File: src/rtl/md_pkg.sv
// md_pkg: shared definitions for the iterative multiply/divide unit.
//   - MDop encodings for the operations the unit understands
//   - FSM state type (IDLE / MUL / DIV)
//   - MD_LAT: cycles from accept to result for MULT/MULTU/DIV/DIVU
package md_pkg;

  localparam int MD_LAT = 32;

  // MDop encodings; 3'b110 and 3'b111 are no-ops.
  typedef enum logic [2:0] {
    MD_MULT  = 3'b000,
    MD_MULTU = 3'b001,
    MD_DIV   = 3'b010,
    MD_DIVU  = 3'b011,
    MD_MTHI  = 3'b100,
    MD_MTLO  = 3'b101
  } md_op_e;

  typedef enum logic [1:0] {
    IDLE = 2'd0,
    MUL  = 2'd1,
    DIV  = 2'd2
  } md_state_e;

  // Signed variants work on magnitudes and fix the sign up at the end.
  function automatic logic op_is_signed(input logic [2:0] op);
    return (op == MD_MULT) || (op == MD_DIV);
  endfunction

endpackage

File: src/rtl/md_unit_if.sv
// md_unit_if: request/result bundle between the EX stage and md_unit.
//   A, B   operands from the register-file read ports (rs, rt)
//   MDop   operation code (see md_pkg)
//   start  request, sampled on the rising clock edge
//   busy   high while an iterative operation is in flight
//   HI, LO architectural HI/LO registers
// master: EX-stage / hazard-unit side; slave: md_unit.
interface md_unit_if #(
  parameter int WIDTH = 32
);

  logic [WIDTH-1:0] A;
  logic [WIDTH-1:0] B;
  logic [2:0]       MDop;
  logic             start;
  logic             busy;
  logic [WIDTH-1:0] HI;
  logic [WIDTH-1:0] LO;

  modport master (
    output A, B, MDop, start,
    input  busy, HI, LO
  );

  modport slave (
    input  A, B, MDop, start,
    output busy, HI, LO
  );

endinterface

File: src/rtl/md_signfix.sv
// md_signfix: combinational magnitude / negate helper.
//   a, b          two W-bit lanes
//   neg_a, neg_b  negate the corresponding lane (two's complement)
//   wide          treat {b, a} as one 2W-bit value, negated when neg_a
//                 is set (neg_b is ignored in this mode)
//   fix_a, fix_b  corrected lanes
// Used on the input side to take |A| and |B|, and on the output side to
// sign-correct either a double-width product or a quotient/remainder pair.
module md_signfix #(
  parameter int W = 32
) (
  input  logic [W-1:0] a,
  input  logic [W-1:0] b,
  input  logic         neg_a,
  input  logic         neg_b,
  input  logic         wide,
  output logic [W-1:0] fix_a,
  output logic [W-1:0] fix_b
);

  logic [2*W-1:0] joint;

  assign joint = neg_a ? -{b, a} : {b, a};

  assign fix_a = wide ? joint[W-1:0]   : (neg_a ? -a : a);
  assign fix_b = wide ? joint[2*W-1:W] : (neg_b ? -b : b);

endmodule

File: src/rtl/md_unit.sv
// md_unit: iterative multiply/divide unit beside the ALU in EX.
//   clk  system clock, rising edge
//   rst  synchronous, active-low reset
//   md   slave side of md_unit_if (A, B, MDop, start in; busy, HI, LO out)
// MULT/MULTU/DIV/DIVU take WIDTH cycles after the accepting edge; busy is
// high for exactly that long and HI/LO change only at the final edge.
// MTHI/MTLO write their register at the accepting edge without going busy.
// All outputs are registered.
module md_unit
  import md_pkg::*;
#(
  parameter int WIDTH = 32
) (
  input  logic      clk,
  input  logic      rst,
  md_unit_if.slave  md
);

  localparam int CW = $clog2(WIDTH);

  md_state_e        state;
  md_state_e        state_next;
  logic [CW-1:0]    cnt;
  logic [WIDTH-1:0] hi_q;
  logic [WIDTH-1:0] lo_q;

  // Iteration datapath. Multiply: {work_hi, work_lo} is the partial
  // product with the multiplier shifting out of the bottom, opnd is the
  // multiplicand. Divide: work_hi is the partial remainder, work_lo the
  // dividend shifting out / quotient shifting in, opnd is the divisor.
  logic [WIDTH-1:0] work_hi;
  logic [WIDTH-1:0] work_lo;
  logic [WIDTH-1:0] opnd;
  logic             neg_res;   // signed op with differing operand signs
  logic             neg_rem;   // signed op with negative dividend
  logic             div_zero;

  logic             accept;
  logic             is_mul_op;
  logic             is_div_op;
  logic             sgn_op;
  logic             last;
  logic [WIDTH-1:0] a_mag;
  logic [WIDTH-1:0] b_mag;

  logic [WIDTH:0]     mul_sum;
  logic [2*WIDTH-1:0] mul_next;
  logic [WIDTH:0]     div_shift;
  logic [WIDTH:0]     div_diff;
  logic               div_ge;
  logic [WIDTH-1:0]   div_rem_next;
  logic [WIDTH-1:0]   div_quo_next;

  logic [WIDTH-1:0] out_a;
  logic [WIDTH-1:0] out_b;
  logic [WIDTH-1:0] fix_lo;
  logic [WIDTH-1:0] fix_hi;
  logic [WIDTH-1:0] res_hi;
  logic [WIDTH-1:0] res_lo;

  assign is_mul_op = (md.MDop == MD_MULT) || (md.MDop == MD_MULTU);
  assign is_div_op = (md.MDop == MD_DIV)  || (md.MDop == MD_DIVU);
  assign sgn_op    = op_is_signed(md.MDop);
  assign accept    = md.start && (state == IDLE);
  assign last      = (cnt == CW'(WIDTH - 1));

  // Operand pre-processing: magnitudes for signed ops.
  md_signfix #(.W(WIDTH)) u_fix_in (
    .a     (md.A),
    .b     (md.B),
    .neg_a (sgn_op && md.A[WIDTH-1]),
    .neg_b (sgn_op && md.B[WIDTH-1]),
    .wide  (1'b0),
    .fix_a (a_mag),
    .fix_b (b_mag)
  );

  // One shift-add multiply step and one restoring divide step.
  assign mul_sum  = {1'b0, work_hi} + (work_lo[0] ? {1'b0, opnd} : '0);
  assign mul_next = {mul_sum, work_lo[WIDTH-1:1]};

  assign div_shift    = {work_hi, work_lo[WIDTH-1]};
  assign div_diff     = div_shift - {1'b0, opnd};
  assign div_ge       = !div_diff[WIDTH];
  assign div_rem_next = div_ge ? div_diff[WIDTH-1:0] : div_shift[WIDTH-1:0];
  assign div_quo_next = {work_lo[WIDTH-2:0], div_ge};

  // Result correction works on the value the final step produces, so the
  // corrected result lands in HI/LO at the same edge as the last step.
  always_comb begin
    // NOTE: every always_comb output gets a default first so no path
    // leaves it unassigned and infers a latch.
    out_a = div_quo_next;
    out_b = div_rem_next;
    if (state == MUL) begin
      out_a = mul_next[WIDTH-1:0];
      out_b = mul_next[2*WIDTH-1:WIDTH];
    end
  end

  md_signfix #(.W(WIDTH)) u_fix_out (
    .a     (out_a),
    .b     (out_b),
    .neg_a (neg_res),
    .neg_b (neg_rem),
    .wide  (state == MUL),
    .fix_a (fix_lo),
    .fix_b (fix_hi)
  );

  // Divide by zero: the magnitude algorithm leaves |A| in the remainder,
  // and the dividend-sign correction turns that back into the raw A, so
  // only the quotient needs overriding.
  always_comb begin
    res_lo = fix_lo;
    res_hi = fix_hi;
    if ((state == DIV) && div_zero) begin
      res_lo = '1;
    end
  end

  // FSM next-state logic.
  always_comb begin
    state_next = state;
    case (state)
      IDLE: begin
        if (accept && is_mul_op) begin
          state_next = MUL;
        end else if (accept && is_div_op) begin
          state_next = DIV;
        end
      end
      MUL, DIV: begin
        if (last) begin
          state_next = IDLE;
        end
      end
      default: state_next = IDLE;
    endcase
  end

  always_ff @(posedge clk) begin
    // NOTE: sequential state is assigned with <= so every register samples
    // pre-edge values regardless of statement order.
    if (!rst) begin
      state <= IDLE;
    end else begin
      state <= state_next;
    end
  end

  // Architectural HI/LO and the step counter. Reset in the middle of an
  // operation abandons it; HI/LO only ever change at an accepted MTHI/MTLO
  // or at the final step.
  always_ff @(posedge clk) begin
    if (!rst) begin
      cnt  <= '0;
      hi_q <= '0;
      lo_q <= '0;
    end else begin
      case (state)
        IDLE: begin
          if (accept) begin
            case (md.MDop)
              MD_MTHI: hi_q <= md.A;
              MD_MTLO: lo_q <= md.A;
              MD_MULT, MD_MULTU, MD_DIV, MD_DIVU: cnt <= '0;
              default: ;
            endcase
          end
        end
        MUL, DIV: begin
          cnt <= cnt + CW'(1);
          if (last) begin
            hi_q <= res_hi;
            lo_q <= res_lo;
          end
        end
        default: ;
      endcase
    end
  end

  // NOTE: the iteration datapath has no reset; it is fully loaded on every
  // accept and its contents are never observed while idle.
  always_ff @(posedge clk) begin
    case (state)
      IDLE: begin
        if (accept && (is_mul_op || is_div_op)) begin
          work_hi  <= '0;
          work_lo  <= is_mul_op ? b_mag : a_mag;
          opnd     <= is_mul_op ? a_mag : b_mag;
          neg_res  <= sgn_op && (md.A[WIDTH-1] ^ md.B[WIDTH-1]);
          neg_rem  <= sgn_op && md.A[WIDTH-1];
          div_zero <= (md.B == '0);
        end
      end
      MUL: begin
        {work_hi, work_lo} <= mul_next;
      end
      DIV: begin
        work_hi <= div_rem_next;
        work_lo <= div_quo_next;
      end
      default: ;
    endcase
  end

  assign md.busy = (state != IDLE);
  assign md.HI   = hi_q;
  assign md.LO   = lo_q;

endmodule

File: src/flat_wrapper.sv
// flat-port wrapper written by rule: the top's interface ports become plain ports
module md_unit_flat import md_pkg::*;
#(
  parameter int WIDTH = 32
)
  (clk, rst, md_A, md_B, md_MDop, md_start, md_busy, md_HI, md_LO);
  md_unit_if #(.WIDTH(WIDTH)) md_i ();
  input  logic clk;
  input  logic rst;
  input wire logic [$bits(md_i.A)-1:0] md_A;
  input wire logic [$bits(md_i.B)-1:0] md_B;
  input wire logic [$bits(md_i.MDop)-1:0] md_MDop;
  input wire logic [$bits(md_i.start)-1:0] md_start;
  output wire logic [$bits(md_i.busy)-1:0] md_busy;
  output wire logic [$bits(md_i.HI)-1:0] md_HI;
  output wire logic [$bits(md_i.LO)-1:0] md_LO;
  assign md_i.A = md_A;
  assign md_i.B = md_B;
  assign md_i.MDop = md_MDop;
  assign md_i.start = md_start;
  assign md_busy = md_i.busy;
  assign md_HI = md_i.HI;
  assign md_LO = md_i.LO;
  md_unit #(.WIDTH(WIDTH)) u_core (.clk(clk), .rst(rst), .md(md_i));
endmodule
File: config.mk
export PLATFORM = sky130hd
export DESIGN_NAME = md_unit_flat
export DESIGN_NICKNAME = d
export VERILOG_FILES = /design/src/rtl/md_pkg.sv /design/src/rtl/md_unit_if.sv /design/src/rtl/md_signfix.sv /design/src/rtl/md_unit.sv /design/src/flat_wrapper.sv
export SDC_FILE = /design/constraint.sdc
export NUM_CORES = 1
export LEC_CHECK = 0
export CORE_MARGIN = 2
export CORE_UTILIZATION = 66
export CTS_CLUSTER_DIAMETER = 60
export DETAILED_ROUTE_END_ITERATION = 12
export DONT_BUFFER_PORTS = 1
export PLACE_DENSITY = 0.78
export SYNTH_ARGS = -nofsm -noshare
export SYNTH_HDL_FRONTEND = slang
export SYNTH_HIERARCHICAL = 1
export SYNTH_SLANG_ARGS = --single-unit
export TNS_END_PERCENT = 5
File: constraint.sdc
create_clock -name clk -period 6.3 [get_ports clk]
set_clock_uncertainty 0.1 [all_clocks]
set_input_delay 0.63 -clock clk [delete_from_list [all_inputs] [get_ports clk]]
set_output_delay 0.63 -clock clk [all_outputs]
set_load 0.005 [all_outputs]
Word-level counts from Yosys, hierarchy flattened. Cells that the tools add are included.

Register bits: 170. Output and inout bits: 65.

$add $sub $neg: 8. Equality and inequality tests: 15. Muxes and demuxes: 33. Bitwise logic cells: 1. Reduce and logical (&&, ||, !) cells: 27.

Operators by type and width (count): 32-bit 2-to-1 mux (21); 32-bit one-hot mux with 3 select lines (2); 32-bit negator (4); 32-bit one-hot mux with 2 select lines (2); 64-bit 2-to-1 mux (1); 64-bit negator (1); 32-bit by 33-bit adder with 33-bit output (1); 33-bit by 32-bit subtractor with 33-bit output (1); 32-bit zero test (1); 5-bit 2-to-1 mux (2); 5-bit one-hot mux with 2 select lines (1); 1-bit logical AND (8); 2-bit inequality test, second input constant (4); 4-bit AND reduction (2); 3-bit by 2-bit equality test with 1-bit output, second input constant (2); 3-bit equality test, second input constant (2); 2-bit 2-to-1 mux (3); 2-bit AND reduction (3); 5-bit by 1-bit adder with 5-bit output, second input constant (1); 5-bit equality test, second input constant (1); 1-bit logical OR (4); 2-bit by 1-bit inequality test with 1-bit output, second input constant (2); 2-bit one-hot mux with 2 select lines (1); 2-bit nonzero test (2); other kinds (12) (12).

Depth between registers and ports, before layout.
Depth after elaboration: 9. Gate-level depth with buffers: 25. Mapped depth without buffers: 23.

Modules after synthesis. The synthesis kept the hierarchy.

Modules (own cells, without submodules): md_unit (times used 1, cells each 1290, area an instance 12514.5 um^2, seq. area each 4394.2 um^2); md_signfix (times used 2, cells each 257, area an instance 1739.2 um^2, seq. area each 0.0 um^2).

Least setup slack after synthesis. OpenSTA, ideal clock, no wires.

Kind: register -> register. Start point: reg u_core.work_lo[31]. End point: reg u_core.lo_q[18], in the netlist u_core/md.LO[18]. Setup time: 0.076 ns. Arrival time: 4.966 ns. Required time: 6.124 ns. Slack: 1.158 ns. Cell stages (with the launch flop): 24. Path buffers: 3. Clock period less this slack: 5.142 ns. Path through: edfxtp_1 > inv_1 > ha_1 > fa_1 > nand2b_1 > a211oi_2 > o21bai_1 > a211oi_2 > a211o_1 > a211o_1 > o311ai_1 > buf_6 > buf_8 > mux2_2 > inv_1 > ha_1 > or3b_1 > or4_1 > buf_2 > or3_4 > o31ai_1 > xnor2_1 > o221ai_1 > a21boi_0.

Word-level cells in the longest chain between the ends: 9. Elaborated cells between the ends (all ways): 11. Classes of those cells: 3 x add/sub; 7 x mux; 1 x reduce/logical.

RTL lines: start, declared (line md_unit.sv:32) `logic [WIDTH-1:0] work_lo;`; start signal, assigned (line md_unit.sv:191) `work_lo <= is_mul_op ? b_mag : a_mag;`; start signal, assigned (line md_unit.sv:199) `{work_hi, work_lo} <= mul_next;`; start signal, assigned (line md_unit.sv:203) `work_lo <= div_quo_next;`; 33-bit by 32-bit subtractor with 33-bit output * (line md_unit.sv:83) `assign div_diff = div_shift - {1'b0, opnd};`; 1-bit zero test * (line md_unit.sv:84) `assign div_ge = !div_diff[WIDTH];`; 32-bit 2-to-1 mux * (line md_unit.sv:95) `if (state == MUL) begin`; via u_core.out_a[0] (line md_unit.sv:54) `logic [WIDTH-1:0] out_a;`; 64-bit negator or 32-bit negator (tied branches) (line md_signfix.sv:23, md_signfix.sv:25); 64-bit 2-to-1 mux or 32-bit 2-to-1 mux (tied branches) (line md_signfix.sv:23, md_signfix.sv:25); 32-bit 2-to-1 mux * (line md_signfix.sv:25) `assign fix_a = wide ? joint[W-1:0] : (neg_a ? -a : a);`; via u_core.fix_lo[18] (line md_unit.sv:56) `logic [WIDTH-1:0] fix_lo;`; 32-bit 2-to-1 mux * (line md_unit.sv:117) `if ((state == DIV) && div_zero) begin`; 32-bit 2-to-1 mux * (line md_unit.sv:174) `if (last) begin`; 32-bit one-hot mux with 2 select lines * (line md_unit.sv:161) `case (state)`; end signal, assigned (line md_unit.sv:166) `MD_MTLO: lo_q <= md.A;`; end signal, assigned (line md_unit.sv:176) `lo_q <= res_lo;`; end, declared (line md_unit.sv:25) `logic [WIDTH-1:0] lo_q;`.

Mark *: on every way through the listed nets, which the timed path passes. The rest lies on a longest branch. The select of a mux whose other input is x is not followed. A chain may end at the register's enable or synchronous reset.

Final worst setup path.
Start point: reg u_core.work_lo[31]. End point: reg u_core.hi_q[18], in the netlist u_core/md.HI[18].

Word-level cells in the longest chain between the ends: 8. Elaborated cells between the ends (all ways): 12. Classes of those cells: 3 x add/sub; 8 x mux; 1 x reduce/logical.

RTL lines: 33-bit by 32-bit subtractor with 33-bit output (line md_unit.sv:83); 1-bit zero test (line md_unit.sv:84); 32-bit 2-to-1 mux (line md_unit.sv:95); via u_core.out_a[0] (line md_unit.sv:54); 64-bit negator (line md_signfix.sv:23) `assign joint = neg_a ? -{b, a} : {b, a};`; 64-bit 2-to-1 mux (line md_signfix.sv:23); 32-bit 2-to-1 mux (line md_signfix.sv:26) `assign fix_b = wide ? joint[2*W-1:W] : (neg_b ? -b : b);`; via u_core.fix_hi[18] (line md_unit.sv:57) `logic [WIDTH-1:0] fix_hi;`; 32-bit 2-to-1 mux (line md_unit.sv:174); 32-bit one-hot mux with 2 select lines (line md_unit.sv:161); end signal, assigned (line md_unit.sv:165) `MD_MTHI: hi_q <= md.A;`; end signal, assigned (line md_unit.sv:175) `hi_q <= res_hi;`; end, declared (line md_unit.sv:24) `logic [WIDTH-1:0] hi_q;`.

The timed path passes the listed nets, and every way through them passes these cells. The select of a mux whose other input is x is not followed.

==> results_dict.tcl <==
set metrics [dict create \
    gp_congestion 1.01 \
    port_buffers 0 \
    whs_path_depth 1 \
    setup_viol 0 \
    reg2reg_depth 23 \
    grt_setup_unrepaired "no" \
    path_delay_family "compound AO/OA/AOI/OAI gates" \
    holdCritStartpoint "rst" \
    r2r-end "u_core/md.HI[18]$_SDFFE_PN0P_" \
    grt_pass1_wl_mm 80.2 \
    grt_pass1_vias 14057 \
    drv_cap 0 \
    dr.first_iter.drc_count 1800 \
    finalCritPeriodShare_pct 98.8 \
    yosysWarnings 6 \
    ys_types 88 \
    fin_ws_ns 0.0747 \
    nets 1898 \
    netlist_instances 1804 \
    end_kind "register" \
    diodes 0 \
    vias 14873 \
    gr-total-overflow 0 \
    synth_edf_count 99 \
    fp.dieArea_sq_mm 0.0255 \
    worstPathMaxFanout 21 \
    htree_levels 4 \
    core_area_sq_mm 0.0236 \
    preCtsSetupSlack_ns 0.162 \
    start_kind "register" \
    netlist_area_sq_mm 0.0160 \
    power_leakage_nw 6.50 \
    layout-drive-gt1-share_pct 10.4 \
    grt_usage_pct 40.0 \
    cts_hold_buf 0 \
    worstHoldPathType "input pin to register" \
    synth.top_cell.area_share_pct 18.6 \
    die_h_um 160 \
    yosys_register_bits 170 \
    ys_async_sr_fraction_pct 0 \
    r2r_setup_slack_ns 0.07 \
    syn2layout_area_growth_pct 5.40 \
    dr.pass1.iters 6 \
    utilization_pct 71.4 \
    drc 0 \
    rows 56 \
    synth_top_area_cell "edfxtp_1" \
    r2r-start "u_core/work_lo[31]$_DFFE_PP_" \
    cts_tree "yes" \
    critPathMaxStageDelay_ns 0.71 \
    hold_viol 0 \
    grt_max_degree 72 \
    crit_buf_inv 4 \
    synth.yosys.seq_area_share_pct 27.5 \
    synth_area_per_cell_sq_um 8.87 \
    arrival_ns 6.47 \
    fillerInstances 1896 \
    max_freq_ghz 0.161 \
    clk_pin_slew_ns 0.09 \
    cts_buffer_depth 2 \
    vias_per_cell 7.14 \
    synthTopCellsByArea "edfxtp_1 19%, dfxtp_1 8.9%, mux2i_1 7.7%" \
    powerDensity_mw_per_mm2 249 \
    antenna_found_initial 1 \
    clkLatencyLatePin_ns 0.46 \
    period_needed_ns 6.23 \
    status "complete, no violations" \
    clockRootBuffer "clkbuf_16" \
    numCtsBuffers 17 \
    hold_ws_ns 0.205 \
    holdPathEnd "u_core/cnt[0]$_SDFFE_PN0P_" \
    critPathRequiredTime_ns 6.54 \
    ir_drop_uv 163 \
    routedWlPerCell_um 25.0 \
    clkSinkCount 170 \
    io_pins 135 \
    crit_path_top_delay_cell "or4_1" \
    tns_ns 0 \
    finalWirelength_mm 52.1 \
    worst_pin_slew_ns 1.14 \
    worstSetupPathType "register to register" \
    slew_viol_final 0 \
    place_hpwl_mm 38.7 \
    die_w_um 160 \
    crit_chain "inv_1 > ha_1 > fa_1 > nand2b_1 > a211oi_2 > o21bai_1 > a211oi_2 > a211o_1 > a211o_1 > o311ai_4 > buf_12 > mux2_2 > inv_1 > ha_1 > or3b_1 > or4_1 > o31ai_4 > buf_4 > o21ai_1 > xor2_1 > mux2i_1 > nand2_1 > o211a_1" \
    start_util_pct 67.7 \
    slew-limit-headroom_pct 23.7 \
    ant_nets 0 \
    synthFlopType "edfxtp_1" \
]
==> cell usage after synthesis, types with 8 or more instances <==
library cell / n
nor3_1: 27
a21oi_1: 111
nor4_1: 44
o21ai_1: 23
a211oi_1: 9
nand4b_1: 9
or2_2: 9
or3_1: 13
mux2_2: 64
o31ai_1: 20
a21boi_0: 36
clkbuf_1: 79
a21o_1: 26
xnor2_1: 100
or4_1: 21
nand2_1: 163
and3_1: 8
nand4_1: 9
mux2i_1: 123
nand2b_1: 14
ha_1: 74
inv_1: 66
a221oi_1: 31
o22ai_1: 33
nand3_1: 25
xor2_1: 76
o21a_1: 9
o211a_1: 32
edfxtp_1: 99
o41ai_1: 14
o21ai_0: 56
a31oi_1: 12
dfxtp_1: 71
buf_1: 8
o221ai_1: 32
nor2_1: 74
nor2b_1: 16
and2_1: 44
==> layout make-up <==
type | count | area (sq um) | area share (%)
clock buffer | 17 | 425 | 2.52
clock inverter | 15 | 176 | 1.05
inverter | 67 | 251 | 1.49
multi-input combinational | 1467 | 11000 | 65.1
sequential | 170 | 4390 | 26.1
tap | 319 | 399 | 2.37
timing repair buffer | 29 | 230 | 1.37
==> power by group <==
group / switching, mW / total (mW) / internal [mW]
Clock: 0.550 / 1.09 / 0.537
Sequential: 0.106 / 1.41 / 1.30
Combinational: 1.05 / 1.71 / 0.654
==> flip-flops by register name, summed over array words and instances, names as in the netlist <==
| signal | flops |
|---|---|
| u_core/md.HI | 32 |
| u_core/md.LO | 32 |
| u_core/neg_rem | 1 |
| u_core/opnd | 32 |
| u_core/neg_res | 1 |
| u_core/cnt | 5 |
| u_core/work_hi | 32 |
| u_core/work_lo | 32 |
| u_core/div_zero | 1 |
| u_core/state | 2 |
==> worst reg2reg max path, delay by kind of cell, from the launching register on <==
kind | cells | cell delay, ns
and+or+nand+nor | 4 | 1.45
buffers and inverters | 4 | 0.57
xor gates and xnor gates | 1 | 0.17
AOI/OAI and AO/OA | 9 | 1.94
adders and majority gates | 3 | 0.79
muxes | 2 | 0.69
DFF | 1 | 0.42
==> placed cells by master, fill, tap and decap left out, drive strengths merged, types with 8 or more instances in the layout <==
master and instances:
o41ai 20, mux2i 123, nor4 44, or2 9, nand3 26, edfxtp 99
nand2 163, a221oi 31, or4 23, nor2b 16, or3 15, a31oi 12
o221ai 32, buf 29, o21a 9, o21ai 81, nand4b 9, o31ai 24
nor2 74, mux2 64, and3 8, xnor2 100, xor2 76, clkbuf 17
dfxtp 71, a21boi 39, a21o 26, nand2b 14, and2 44, ha 74
o211a 32, a21oi 114, inv 75, o22ai 33, nor3 28, nand4 9
a211oi 13
==> cells by family (layout without fill, tap and decap cells) <==
kind of cell,Yosys count,in the layout,synth area share (%)
mux,187,187,12.2
flops,170,170,27.5
simple gates,508,508,16.6
compound gates,513,513,23.3
xor+xnor,176,176,9.64
fa+ha+maj,76,76,6.04
other cells,1,7,0.0234
buf+inv,173,128,4.71
==> repair_timing <==
item	CTS	global route
hold endpoints to repair	0	0
buffers inserted	0	4
setup endpoints to repair	0	9
resized for setup	0	5
==> routing by layer <==
layer,track usage (%),up-vias,wire [um]
met3,8.42,173,5340
met4,20.4,2,3050
li1,-,6707,-
met1,52.0,7043,20600
met2,63.0,948,23100
met5,0,-,13
==> through the flow <==
stage,instance area (sq um),power (mW),cells
5_1_grt,16900,4.38,2084
3_5_place_dp,16200,3.05,2048
4_1_cts,16800,4.14,2080
2_1_floorplan,16000,2.65,1810
6_report,16900,4.20,2084
3_3_place_gp,16200,3.03,2048
==> worst max-delay path by stage <==
stage | from | endpoint | slack (ns) | cells after the start
floorplan | u_core/work_lo[31]$_DFFE_PP_ | u_core/md.LO[18]$_SDFFE_PN0P_ | 1.16 | 23
CTS | u_core/work_lo[31]$_DFFE_PP_ | u_core/md.HI[18]$_SDFFE_PN0P_ | 0.11 | 23
detailed placement | u_core/work_lo[31]$_DFFE_PP_ | u_core/md.HI[18]$_SDFFE_PN0P_ | 0.16 | 23
global route | u_core/work_lo[31]$_DFFE_PP_ | u_core/md.HI[18]$_SDFFE_PN0P_ | 0.02 | 23
global placement | u_core/work_lo[31]$_DFFE_PP_ | u_core/md.HI[18]$_SDFFE_PN0P_ | 0.30 | 23
finish | u_core/work_lo[31]$_DFFE_PP_ | u_core/md.HI[18]$_SDFFE_PN0P_ | 0.07 | 23
(Power assumes the default switching activity.)
